--- src/rtl/ring_buffer_pkg.sv ---
// Shared types and sizing helpers for the ring buffer FIFO.
// Latency: n/a (compile-time definitions only).
// Backpressure: n/a.
package ring_buffer_pkg;

    // Width of the statistics counters exposed on debug.
    localparam int STATS_W = 16;

    // Pointer width: index bits plus one wrap bit, so full and empty are distinguishable.
    function automatic int ptr_width(input int depth);
        return $clog2(depth) + 1;
    endfunction

    // Occupancy status bundle derived from the pointer difference.
    typedef struct packed {
        logic full;
        logic empty;
        logic almostFull;
        logic almostEmpty;
    } flags_t;

endpackage

--- src/rtl/ring_buffer_mem.sv ---
// DEPTH x WIDTH register array with one write port and one registered read port.
// Latency: read data appears 1 clock after i_rd_en; write lands on the same edge.
// Backpressure: none; the read register holds its value while i_rd_en is low.
module ring_buffer_mem #(
    parameter int WIDTH = 8,
    parameter int DEPTH = 16,
    parameter int AW    = $clog2(DEPTH)
) (
    input  logic             clk,
    input  logic             i_wr_en,
    input  logic [AW-1:0]    i_wr_addr,
    input  logic [WIDTH-1:0] i_wr_dat,
    input  logic             i_rd_en,
    input  logic [AW-1:0]    i_rd_addr,
    output logic [WIDTH-1:0] o_rd_dat
);

    logic [WIDTH-1:0] r_mem [DEPTH];
    logic [WIDTH-1:0] r_rd_dat;

    // Storage write; contents survive reset by design.
    always_ff @(posedge clk) begin
        if (i_wr_en) begin
            r_mem[i_wr_addr] <= i_wr_dat;
        end
    end

    // Registered read; sees the pre-write word when both ports hit one address.
    always_ff @(posedge clk) begin
        if (i_rd_en) begin
            r_rd_dat <= r_mem[i_rd_addr];
        end
    end

    assign o_rd_dat = r_rd_dat;

endmodule

--- src/rtl/ring_buffer_fifo.sv ---
// Single-clock ring buffer using all DEPTH slots (wrap-bit pointers); optional stats via RING_BUFFER_STATS_EN.
// Latency: read data and acks are registered, 1 clock after the request.
// Backpressure: writes to a full buffer are dropped (overflow), reads of an empty one rejected (underflow).
module ring_buffer_fifo
    import ring_buffer_pkg::*;
#(
    parameter int WIDTH    = 8,
    parameter int DEPTH    = 16,
    parameter int AF_LEVEL = DEPTH - 2,
    parameter int AE_LEVEL = 2,
    parameter int CW       = ptr_width(DEPTH)
) (
    input  logic             clk,
    input  logic             reset,
    input  logic             writeEnable,
    input  logic [WIDTH-1:0] dataWrite,
    output logic             writeAck,
    input  logic             readEnable,
    output logic             dataReadAck,
    output logic [WIDTH-1:0] dataRead,
    output logic [CW-1:0]    count,
    output logic             full,
    output logic             empty,
    output logic             almostFull,
    output logic             almostEmpty,
    output logic             overflow,
    output logic             underflow,
    input  logic             clearFlags,
    output logic [31:0]      debug,
    output logic [31:0]      debug2
);

    localparam int AW = CW - 1;

    logic [CW-1:0]    r_wr_ptr;
    logic [CW-1:0]    r_rd_ptr;
    logic [CW-1:0]    w_count;
    flags_t           w_flags;
    logic             w_rd_acc;
    logic             w_wr_acc;
    logic             w_rd_rej;
    logic             w_wr_rej;
    logic             r_wack;
    logic             r_rack;
    logic             r_rd_seen;
    logic             r_ovf;
    logic             r_udf;
    logic [WIDTH-1:0] w_mem_rdata;

    // Wrap bit makes the modulo-2*DEPTH difference the exact occupancy 0..DEPTH.
    assign w_count = r_wr_ptr - r_rd_ptr;

    // Status flags decoded from occupancy.
    always_comb begin
        w_flags             = '0;
        w_flags.full        = (w_count == CW'(DEPTH));
        w_flags.empty       = (w_count == '0);
        w_flags.almostFull  = (w_count >= CW'(AF_LEVEL));
        w_flags.almostEmpty = (w_count <= CW'(AE_LEVEL));
    end

    // A read frees a slot this cycle, so a full buffer can still take a write alongside it.
    // An empty buffer never bypasses the write into the read.
    assign w_rd_acc = readEnable && !w_flags.empty;
    assign w_wr_acc = writeEnable && (!w_flags.full || w_rd_acc);
    assign w_rd_rej = readEnable && !w_rd_acc;
    assign w_wr_rej = writeEnable && !w_wr_acc;

    ring_buffer_mem #(
        .WIDTH (WIDTH),
        .DEPTH (DEPTH),
        .AW    (AW)
    ) u_mem (
        .clk       (clk),
        .i_wr_en   (w_wr_acc),
        .i_wr_addr (r_wr_ptr[AW-1:0]),
        .i_wr_dat  (dataWrite),
        .i_rd_en   (w_rd_acc),
        .i_rd_addr (r_rd_ptr[AW-1:0]),
        .o_rd_dat  (w_mem_rdata)
    );

    // Pointer advance on accepted transfers; natural CW-bit wrap gives modulo 2*DEPTH.
    always_ff @(posedge clk or posedge reset) begin
        if (reset) begin
            r_wr_ptr <= '0;
            r_rd_ptr <= '0;
        end else begin
            if (w_wr_acc) r_wr_ptr <= r_wr_ptr + 1'b1;
            if (w_rd_acc) r_rd_ptr <= r_rd_ptr + 1'b1;
        end
    end

    // One-cycle acks; r_rd_seen gates the un-reset memory read register until the first real read.
    always_ff @(posedge clk or posedge reset) begin
        if (reset) begin
            r_wack    <= 1'b0;
            r_rack    <= 1'b0;
            r_rd_seen <= 1'b0;
        end else begin
            r_wack <= w_wr_acc;
            r_rack <= w_rd_acc;
            if (w_rd_acc) r_rd_seen <= 1'b1;
        end
    end

    // Sticky fault flags; a fault in the same cycle as clearFlags keeps the flag set.
    always_ff @(posedge clk or posedge reset) begin
        if (reset) begin
            r_ovf <= 1'b0;
            r_udf <= 1'b0;
        end else begin
            if (w_wr_rej)        r_ovf <= 1'b1;
            else if (clearFlags) r_ovf <= 1'b0;
            if (w_rd_rej)        r_udf <= 1'b1;
            else if (clearFlags) r_udf <= 1'b0;
        end
    end

    assign writeAck    = r_wack;
    assign dataReadAck = r_rack;
    assign dataRead    = r_rd_seen ? w_mem_rdata : '0;
    assign count       = w_count;
    assign full        = w_flags.full;
    assign empty       = w_flags.empty;
    assign almostFull  = w_flags.almostFull;
    assign almostEmpty = w_flags.almostEmpty;
    assign overflow    = r_ovf;
    assign underflow   = r_udf;

`ifdef RING_BUFFER_STATS_EN
    logic [STATS_W-1:0] r_drop_cnt;
    logic [STATS_W-1:0] r_high_water;

    // Saturating drop counter and peak occupancy tracker.
    always_ff @(posedge clk or posedge reset) begin
        if (reset) begin
            r_drop_cnt   <= '0;
            r_high_water <= '0;
        end else begin
            if (w_wr_rej && (r_drop_cnt != '1)) r_drop_cnt <= r_drop_cnt + 1'b1;
            if (STATS_W'(w_count) > r_high_water) r_high_water <= STATS_W'(w_count);
        end
    end

    assign debug  = {r_drop_cnt, r_high_water};
    assign debug2 = {STATS_W'(r_wr_ptr), STATS_W'(r_rd_ptr)};
`else
    assign debug  = 32'h0;
    assign debug2 = 32'h0;
`endif

endmodule

--- config.mk ---
export PLATFORM = sky130hd
export DESIGN_NAME = ring_buffer_fifo
export DESIGN_NICKNAME = d
export VERILOG_FILES = /design/src/rtl/ring_buffer_pkg.sv /design/src/rtl/ring_buffer_mem.sv /design/src/rtl/ring_buffer_fifo.sv
export SDC_FILE = /design/constraint.sdc
export NUM_CORES = 1
export LEC_CHECK = 0
export ABC_CLOCK_PERIOD_IN_PS = 7550
export BUFFER_PORTS_ARGS = -buffer_cell sky130_fd_sc_hd__buf_2
export CORE_UTILIZATION = 59
export DETAILED_ROUTE_END_ITERATION = 8
export GPL_TIMING_DRIVEN = 0
export PLACE_DENSITY_LB_ADDON = 0.08
export SYNTH_ARGS = -nofsm -noshare
export SYNTH_HDL_FRONTEND = slang
export SYNTH_HIERARCHICAL = 1
export SYNTH_SLANG_ARGS = --single-unit
--- constraint.sdc ---
create_clock -name clk -period 7.55 [get_ports clk]
set_input_delay 1.51 -clock clk [delete_from_list [all_inputs] [get_ports clk]]
set_output_delay 1.51 -clock clk [all_outputs]
set_load 0.02 [all_outputs]
==> impl_metrics.json <==
{
  "std_cell_rows": 38,
  "globalplace.congestion": 0.774,
  "cts_max_path_buffers": 2,
  "fp.dieArea_mm2": 0.0118,
  "grt_start_max_net_pins": 17,
  "async_reset_ff_frac": 0.0993,
  "layout.area.seq_mm2": 0.00446,
  "place_hpwl_mm": 8.36,
  "seq_area_frac_synth": 0.663,
  "synth-xor-area-share": 0.0207,
  "cp-end-kind": "output port",
  "hold_viol_final": 0,
  "drive_gt1_frac": 0.331,
  "antenna_violations_before_repair": 0,
  "grt_first_pass_wirelength_mm": 18.4,
  "tritoncts_clock_tree": "yes",
  "insertion_delay_ps": 410,
  "adder_and_majority_cell_fraction_of_the_synthesized_area": 0.0141,
  "clk_pin_slew_worst_paths_ps": 60,
  "slew_violations": 0,
  "post_cts_hold_buffer_count": 0,
  "rsz0062_at_grt": "no",
  "placedInstanceArea_mm2": 0.00729,
  "synth_ff_type": "edfxtp_1",
  "postSynthRegisterBits": 151,
  "dr_total_vias": 3526,
  "timing.max_cap.violations": 0,
  "worst_path_dominant_cell_family": "adder cells",
  "top_level_ports": 98,
  "hold_slack_ps": 505,
  "die_width_um": 109,
  "static-leakage-power_uw": 0.00305,
  "final_core_util": 0.716,
  "track_usage": 0.230,
  "synthesis.instances": 385,
  "crit_path_top_delay_cell": "dfrtp_1",
  "route.final.wire_length_mm": 12.4,
  "peak_freq_ghz": 0.206,
  "residual_drc": 0,
  "holdCritPathClass": "reg2reg",
  "syn_to_final_growth_pct": 17.0,
  "worst_setup_path_start_kind": "register",
  "yosys_warnings": 6,
  "cp_num_buf_inv": 3,
  "route.antenna.remaining_nets": 0,
  "die_y_um": 109,
  "wire_per_inst_um": 18.9,
  "timing.critical_path.fanout_max": 11,
  "final_worst_path_cycle_share": 0.643,
  "layout.cell_area.non_filler_mm2": 0.00786,
  "number_of_sinks_handled_by_clock_tree_synthesis": 151,
  "cts_inserted_buffers": 17,
  "number_of_global_route_vias_before_repair": 3305,
  "drt_first_iter_violations": 167,
  "drt_pre_antenna_iters": 4,
  "muxShareOfSynthArea": 0.120,
  "finalCriticalPeriod_ps": 4850,
  "power_density_mw_per_mm2": 409,
  "multi_input_comb_area_mm2": 0.00187,
  "diodes_inserted": 0,
  "synth-simple-area-share": 0.0471,
  "required_ps": 6040,
  "critPathKind": "reg2out",
  "synthesis.area_per_instance_um2": 17.5,
  "compound_cell_area_share_of_the_yosys_netlist": 0.0406,
  "clock_tree.htree_level_count": 4,
  "gr-total-overflow": 0,
  "worstPathCellList": "inv_1 > ha_1 > fa_1 > nand2b_1 > a21oi_2 > xor2_4 > inv_2 > a2111oi_0 > buf_2",
  "critPathArrivalTime_ps": 3340,
  "main_combinational_cell_family_by_area_after_synthesis": "multiplexers",
  "finalPower_uw": 3220,
  "finalClockSkew_ps": 6.33,
  "start_util": 0.612,
  "netlist-cell-type-count": 47,
  "synthesis.area_mm2": 0.00672,
  "synth_edf_count": 136,
  "number_of_failing_setup_endpoints_in_the_final_timing_report": 0,
  "fin_setup_tns_ps": 0,
  "clk_root_buffer_cell": "clkbuf_16",
  "design.core.area_mm2": 0.0110,
  "n_fill_cell": 721,
  "max-slew-margin-rel": 0.159,
  "status": "finished clean",
  "route.detailed.vias_per_inst": 5.40,
  "layout.nets": 520,
  "post-cts-setup-buffer-count": 0,
  "peak_supply_drop_mv": 0.327,
  "cts.repair.resized": 0,
  "portBuffers": 32,
  "tightest_slew_ps": 1250,
  "critical_path.max_stage_delay_ps": 670
}
kinds of logic after synthesis:
kind of cell / Yosys count
AO/OA/AOI/OAI: 31
buffers and inverters: 88
adder cells (fa/ha/maj): 7
AND/OR/NAND/NOR: 60
multiplexers: 35
other: 1
XOR/XNOR: 12
flip-flops: 151
registers in the layout, indices dropped and copies added (netlist names):
register        count
dataReadAck         1
overflow            1
r_rd_ptr            5
r_rd_seen           1
r_wr_ptr            5
u_mem/o_rd_dat      8
u_mem/r_mem       128
underflow           1
writeAck            1
cell usage after synthesis (2+ instances only):
library cell,n,area share
a22o_1,2,0.0026
a22oi_1,16,0.018
and2_1,11,0.010
buf_2,3,0.0022
buf_4,65,0.073
buf_6,4,0.0067
clkdlybuf4s25_2,3,0.0045
dfrtp_1,15,0.056
edfxtp_1,136,0.61
ha_1,6,0.011
inv_1,10,0.0056
inv_2,2,0.0011
mux2_1,2,0.0033
mux4_1,14,0.055
mux4_2,18,0.060
nand2_1,11,0.0061
nand2b_1,4,0.0037
nand3_1,2,0.0015
nand3b_1,2,0.0022
nor2_1,18,0.010
nor3_1,6,0.0045
o21ai_1,2,0.0015
o311ai_2,2,0.0048
xnor2_1,8,0.010
cell usage in the layout (no fill, tap or decap), types with 3 or more instances in the layout:
| cell type | count |
|---|---|
| and2_1 | 11 |
| clkinvlp_4 | 4 |
| nand2_1 | 11 |
| buf_6 | 4 |
| a22oi_1 | 16 |
| edfxtp_1 | 136 |
| mux4_2 | 18 |
| nand2b_1 | 4 |
| clkbuf_1 | 3 |
| buf_4 | 65 |
| mux4_1 | 14 |
| inv_1 | 10 |
| conb_1 | 64 |
| clkdlybuf4s25_2 | 3 |
| clkbuf_16 | 17 |
| ha_1 | 6 |
| nor3_1 | 6 |
| buf_2 | 36 |
| dfrtp_1 | 15 |
| clkinv_2 | 4 |
| nor2_1 | 18 |
| xnor2_1 | 8 |
report_power, final:
| group | switching, µW | internal, µW | leakage, µW | total, µW |
|---|---|---|---|---|
| Clock | 309 | 483 | 0.000267 | 792 |
| Sequential | 92.3 | 1060 | 0.00141 | 1150 |
| Combinational | 767 | 506 | 0.00137 | 1270 |
stage by stage:
step	std cells	worst slack, ps
floorplan	448	2950
global placement	620	3080
detailed placement	620	2930
CTS	652	2680
global route	653	2540
finish	653	2700
routing by layer:
metal  GRT usage  up-vias  wire [µm]
met4       0.101        0        290
met5           0        -          0
met1       0.315     1762       4970
met3      0.0544       22       1070
li1            -     1586          -
met2       0.354      156       6030
final timing paths:
kind / slack, ps / depth (start not counted) / from / end
worst max-delay path: 2700 / 9 / r_wr_ptr[0] / almostEmpty
worst min-delay path: 500 / 1 / overflow / overflow
worst max register to register: 3260 / 12 / r_wr_ptr[0] / u_mem/r_mem[0][7]
worst min register to register: 500 / 1 / overflow / overflow
max in group asynchronous: 5980 / 2 / reset / r_wr_ptr[2]
min in group asynchronous: 1170 / 2 / reset / dataReadAck
worst register-to-register path, delay by kind of cell (launching register included):
family          cells  cell delay (ps)
compound gates      1              100
xor+xnor            1              330
fa+ha+maj           2              700
buf+inv             4              840
flops               1              670
mux                 1              280
simple gates        3             1090
area by class of cell:
type                            instances  area share
Clock inverter                         13      0.0167
Sequential cell                       151       0.567
Tap cell                              140      0.0223
Clock buffer                           19      0.0551
Buffer                                 76      0.0740
Inverter                               12     0.00573
Timing Repair Buffer                   33      0.0210
Multi-Input combinational cell        209       0.238
Power figures use the tool's default switching activity.
